`config.mk`:
```
export PLATFORM = sky130hd
export DESIGN_NAME = hazard_ctrl
export DESIGN_NICKNAME = d
export VERILOG_FILES = /design/src/rtl/hazard_ctrl.sv
export SDC_FILE = /design/constraint.sdc
export NUM_CORES = 1
export LEC_CHECK = 0
export ABC_AREA = 0
export BUFFER_PORTS_ARGS = -buffer_cell sky130_fd_sc_hd__buf_2
export CORE_MARGIN = 1.5
export CORE_UTILIZATION = 54
export DETAILED_ROUTE_END_ITERATION = 7
export PLACE_DENSITY = 0.86
export SLEW_MARGIN = 10
export SYNTH_ARGS = -nofsm -noshare
export SYNTH_HDL_FRONTEND = slang
export SYNTH_SLANG_ARGS = --single-unit
```
`constraint.sdc`:
```
create_clock -name clk -period 6.47 [get_ports clk]
set_input_delay 1.294 -clock clk [delete_from_list [all_inputs] [get_ports clk]]
set_output_delay 1.294 -clock clk [all_outputs]
set_load 0.005 [all_outputs]
```
`src/rtl/hazard_ctrl.sv`:
```
// hazard_ctrl: pipeline interlock and squash control for a 5-stage core.
// Detects load-use and jump-register hazards, and counts stall and flush cycles.
module hazard_ctrl #(
    parameter int CNT_W = 16
) (
    input  logic             clk,
    input  logic             reset,
    input  logic [4:0]       ID_rs,
    input  logic [4:0]       ID_rt,
    input  logic             ID_use_rt,
    input  logic             ID_Jump,
    input  logic             ID_JumpReg,
    input  logic             EX_MemRead,
    input  logic             EX_RegWrite,
    input  logic [4:0]       EX_wr,
    input  logic             EX_BranchTaken,
    input  logic             MEM_MemRead,
    input  logic [4:0]       MEM_wr,
    input  logic             cnt_clear,
    output logic             PC_hold,
    output logic             IF_ID_hold,
    output logic             IF_ID_flush,
    output logic             ID_EX_stall,
    output logic             ID_EX_flush,
    output logic             hz_state,
    output logic [CNT_W-1:0] stall_cnt,
    output logic [CNT_W-1:0] flush_cnt
);

    typedef enum logic {
        RUN  = 1'b0,
        HOLD = 1'b1
    } state_t;

    state_t state;
    state_t state_nxt;

    logic rs_ex;
    logic rt_ex;
    logic rs_mem;
    logic lu;
    logic jl;
    logic ja;
    logic jm;

    // register 0 never carries a dependency
    assign rs_ex  = (ID_rs != 5'd0) && (EX_wr == ID_rs);
    assign rt_ex  = (ID_rt != 5'd0) && (EX_wr == ID_rt);
    assign rs_mem = (ID_rs != 5'd0) && (MEM_wr == ID_rs);

    assign lu = EX_MemRead && (rs_ex || (ID_use_rt && rt_ex));
    assign jl = ID_JumpReg && EX_MemRead && rs_ex;
    assign ja = ID_JumpReg && EX_RegWrite && !EX_MemRead && rs_ex;
    assign jm = ID_JumpReg && MEM_MemRead && rs_mem;

    // state is reported as RUN while reset is held, even before the edge
    assign hz_state = (state == HOLD) && !reset;

    // control decode: branch squash beats stalls, stalls beat jump flush
    always_comb begin
        PC_hold     = 1'b0;
        IF_ID_hold  = 1'b0;
        IF_ID_flush = 1'b0;
        ID_EX_stall = 1'b0;
        ID_EX_flush = 1'b0;
        state_nxt   = RUN;
        if (!reset) begin
            if (EX_BranchTaken) begin
                IF_ID_flush = 1'b1;
                ID_EX_flush = 1'b1;
            end else if (state == HOLD) begin
                PC_hold     = 1'b1;
                IF_ID_hold  = 1'b1;
                ID_EX_stall = 1'b1;
            end else if (jl) begin
                PC_hold     = 1'b1;
                IF_ID_hold  = 1'b1;
                ID_EX_stall = 1'b1;
                state_nxt   = HOLD;
            end else if (lu || ja || jm) begin
                PC_hold     = 1'b1;
                IF_ID_hold  = 1'b1;
                ID_EX_stall = 1'b1;
            end else if (ID_Jump) begin
                IF_ID_flush = 1'b1;
            end
        end
    end

    // FSM state register; HOLD always lasts exactly one cycle
    always_ff @(posedge clk) begin
        if (reset) begin
            state <= RUN;
        end else begin
            state <= state_nxt;
        end
    end

    // saturating performance counters; clear beats increment
    always_ff @(posedge clk) begin
        if (reset || cnt_clear) begin
            stall_cnt <= '0;
            flush_cnt <= '0;
        end else begin
            if (ID_EX_stall && (stall_cnt != {CNT_W{1'b1}})) begin
                stall_cnt <= stall_cnt + 1'b1;
            end
            if ((IF_ID_flush || ID_EX_flush) && (flush_cnt != {CNT_W{1'b1}})) begin
                flush_cnt <= flush_cnt + 1'b1;
            end
        end
    end

endmodule

```
# Word level (Yosys, flattened, before mapping)
# Index checks and enable logic that the tools add are counted.
# word_totals
regBits,33
in_bits,30
out_inout_bits,38
# op_classes
add_sub_neg,2
eq_ne,5
mux,14
reduce_logical,25
# op_table
cell,n
"16-bit by 1-bit adder with 16-bit output, second input constant",2
"16-bit inequality test, second input constant",2
5-bit == test,3
1-bit logical AND,15
1-bit two-way mux,14
5-bit nonzero test,2
1-bit logical OR,5
3-bit OR reduction,1
1-bit logical NOT,2

# Logic depth before layout (Yosys ltp)
# depth
word_depth,14
mapped_depth,9
depth_no_buf,8

# Least setup slack after synthesis
# No wires, ideal clock.
# synth_path
kind,input to output
startpoint,input EX_wr[0]
endpoint,output IF_ID_hold
arrival_time_ns,2.692
required_ns,5.176
setup_slack_ns,2.484
path_stages,6
n_path_buf,1
path_cell_list,or4_1 > a21oi_1 > nor3_1 > a211oi_4 > nor2_1 > buf_4
# synth_via
elab_chain_len,12
# synth_rtl
element,line,text
from (decl),15,"input logic [4:0] EX_wr,"
5-bit == test,48,assign rt_ex = (ID_rt != 5'd0) && (EX_wr == ID_rt);
1-bit logical AND,48,
1-bit logical AND,51,assign lu = EX_MemRead && (rs_ex || (ID_use_rt && rt_ex));
1-bit logical OR,51,
1-bit logical AND,51,
1-bit logical OR (2 in series),80,end else if (lu || ja || jm) begin
1-bit two-way mux,-,
1-bit two-way mux * (4 in series),-,
to (decl),21,"output logic IF_ID_hold,"
# Every way passes the cells marked *; elsewhere a longest branch is shown, timed or not.

# Worst setup path after layout
# layout_path
startpoint,input EX_wr[0]
endpoint,output IF_ID_flush
# layout_via
elab_chain_len,12
# layout_rtl
element,line,text
5-bit == test,48,
1-bit logical AND,48,
1-bit logical AND,51,
1-bit logical OR,51,
1-bit logical AND,51,
1-bit logical OR (2 in series),80,
1-bit two-way mux,80,
1-bit two-way mux *,75,end else if (jl) begin
1-bit two-way mux *,71,end else if (state == HOLD) begin
1-bit two-way mux *,68,if (EX_BranchTaken) begin
1-bit two-way mux *,67,if (!reset) begin
to (decl),22,"output logic IF_ID_flush,"
# Marked as above.

==> impl_metrics.toml <==
[logic_synthesis]
synth_commonest_cells = "dfxtp_1 (33), nand2_1 (23), nor2_1 (23), nand3_1 (19), a21oi_1 (14)"
synth-seq-cells = 33
synthesis.nets = 277
synthCells = 245
yosysWarnings = 0
yosys_most_used_dff = "dfxtp_1"
syn-cell-area_um2 = 1940
synth_top_cell_area_share = 0.341
yosysTopAreaCell = "dfxtp_1"
synthDistinctLibCells = 43
synth_area_leaders = "dfxtp_1 (34%), nand3_1 (4.9%), xor2_1 (4.5%)"
yosysSeqAreaShare = 0.341
ys_async_sr_fraction = 0
avgSynthCellArea_um2 = 7.91
synth_most_common_cell = "dfxtp_1"
synth-edff-count = 0

[placed_design]
gp_congestion = 0.852
place.port_buffers = 67
dp_hpwl_um = 3500
placed_cells = 350

[die]
die_y_um = 62.9
rows = 21
dieArea_um2 = 3960
initial_core_util = 0.571
die_w_um = 62.9
io_pins = 68
core_area_um2 = 3390

[detailed_routing]
drtPass1Iterations = 4
drtIter0Drc = 72
via_per_inst = 5.66
vias = 2019
drc = 0
wl_per_cell_um = 12.9
drt_wl_total_um = 4620
drtAntennaViolNets = 0

[global_route]
grt_pass1_vias = 1818
antenna_found_initial = 0
track_usage = 0.239
grt_max_degree = 21
globalRoute.totalOverflow = 0
grt_pass1_wl_um = 7710

[timing]
slew_headroom = 0.253
finalSetupTns_ns = 0
period_needed_ns = 4.35
tightest_slew_ns = 1.11
setup_viol = 0
slew_violations = 0
final.setup_skew_ns = 0.00364
max_freq_mhz = 230
rsz0062_at_grt = "no"
finalHoldViolations = 0
layout_worst_path_cycle_share = 0.672

[cells_and_area]
final_cell_count_no_fill = 357
num-fill-cells = 290
final_layout_size_suffix_gt1_frac = 0.270
antennaDiodeCount = 0
nNetsFinal = 343
syn2layout_area_growth_pct = 21.3

[worst_setup_path]
r2r-start = "flush_cnt[0]"
worstSetupStartpointType = "primary input"
worstPathMaxFanout = 9
arrival_ns = 3.05
worst_setup_path_end_kind = "output pin"
critPathRequiredTime_ns = 5.18
timing.rr.end = "flush_cnt[6]"
r2r_slack_ns = 3.93
critical_path_class = "in2out"
ff2ff_path_depth = 8

[clock_network]
clockBufferDepth = 2
clockRootBuffer = "clkbuf_4"
clk_pin_slew_ns = 0.10
hold_buffers = 0
cts_resized = 0
htreeDepth = 2
cts_setup_buffers = 0
clk_latency_ns = 0.33
cts_inserted_buffers = 5
cts_tree = "done"
clock_sinks = 33

[run]
maxCapViolCount = 0

[power_and_ir_drop]
p_total_uw = 365
ir_drop_uv = 145
p_leak_uw = 0.00104
p_per_area_nw_per_um2 = 156

[status]
status = "complete, no violations"

[hold_path]
hold_class = "reg2reg"
hold_path_depth = 1
min_to = "state"
min-delay-start = "state"
==> per-layer routing <==
| layer | share of wire | global-route usage | up-vias |
|---|---|---|---|
| met2 | 0.46 | 0.411 | 75 |
| met4 | 0.017 | 0.0944 | 0 |
| met3 | 0.058 | 0.0577 | 9 |
| li1 | - | - | 1013 |
| met5 | 0 | 0 | - |
| met1 | 0.46 | 0.284 | 922 |
==> how the worst max path moves through the flow <==
| stage | slack, ns | startpoint | endpoint |
|---|---|---|---|
| 5_1_grt | 2.02 | EX_wr[0] | IF_ID_flush |
| 3_5_place_dp | 2.17 | EX_wr[0] | IF_ID_flush |
| 2_1_floorplan | 2.48 | EX_wr[0] | IF_ID_hold |
| 3_3_place_gp | 2.22 | EX_wr[0] | IF_ID_flush |
| 4_1_cts | 2.16 | EX_wr[0] | IF_ID_flush |
| 6_report | 2.12 | EX_wr[0] | IF_ID_flush |
==> worst max-delay path, cell delays in order <==
cell and delay [ns]:
buf_2 0.13, or4_1 0.52, a21oi_1 0.16, nor3_1 0.10, a211oi_4 0.43, a21oi_1 0.22
inv_1 0.08, buf_2 0.10
==> registers in the layout, indices dropped and copies added, names as in the netlist <==
| name | flops |
|---|---|
| flush_cnt | 16 |
| stall_cnt | 16 |
| state | 1 |
==> area by class of cell <==
type | count | area, um2 | area share
inverter | 7 | 26.3 | 0.0112
tap | 46 | 57.6 | 0.0245
timing repair buffer | 68 | 343 | 0.146
multi-input combinational | 196 | 1210 | 0.514
clock buffer | 7 | 55.1 | 0.0234
sequential | 33 | 661 | 0.281
==> metrics by stage <==
| stage | hold slack (ns) | worst slack [ns] | area (um2) | util |
|---|---|---|---|---|
| floorplan | 0.414 | 2.48 | 1940 | - |
| global placement | 0.429 | 2.22 | 2290 | 0.677 |
| detailed placement | 0.457 | 2.17 | 2290 | 0.677 |
| CTS | 0.472 | 2.16 | 2350 | 0.693 |
| global route | 0.505 | 2.02 | 2350 | 0.693 |
| finish | 0.468 | 2.12 | 2350 | 0.693 |
==> power breakdown <==
group	switching (uW)	total [uW]	internal, uW	leakage (uW)
sequential	0.742	204	203	0.000266
clock	67.8	119	51.3	0.0000314
combinational	24.5	42.2	17.6	0.000740
==> cell families after synthesis <==
family                     count (synthesis)  synth area share
and+or+nand+nor                          122             0.327
AOI/OAI and AO/OA                         48             0.171
DFF                                       33             0.341
xor gates and xnor gates                  19            0.0859
buffers and inverters                     16            0.0355
muxes                                      5            0.0265
adders and majority gates                  2            0.0129
==> layout by cell type, fill, tap and decap left out, types with 2 or more instances in the layout <==
| cell type | netlist | routed |
|---|---|---|
| a21o_1 | 4 | 4 |
| a21oi_1 | 14 | 14 |
| a31o_2 | 3 | 3 |
| a41o_1 | 2 | 2 |
| and2_1 | 8 | 8 |
| and3_1 | 6 | 6 |
| and4_1 | 3 | 3 |
| buf_2 | 1 | 67 |
| clkbuf_4 | 0 | 5 |
| dfxtp_1 | 33 | 33 |
| ha_1 | 2 | 2 |
| inv_1 | 7 | 7 |
| mux2i_1 | 4 | 4 |
| nand2_1 | 23 | 23 |
| nand3_1 | 19 | 19 |
| nand4_1 | 6 | 6 |
| nor2_1 | 23 | 23 |
| nor2b_1 | 3 | 3 |
| nor3_1 | 10 | 10 |
| nor4_1 | 5 | 5 |
| o211ai_1 | 3 | 3 |
| o21a_1 | 6 | 6 |
| o21ai_0 | 7 | 7 |
| o21bai_1 | 2 | 2 |
| or2_2 | 2 | 2 |
| or3_1 | 7 | 7 |
| or4_1 | 2 | 2 |
| xnor2_1 | 9 | 9 |
| xor2_1 | 10 | 10 |
No activity file was read; power rests on OpenSTA's default activity.
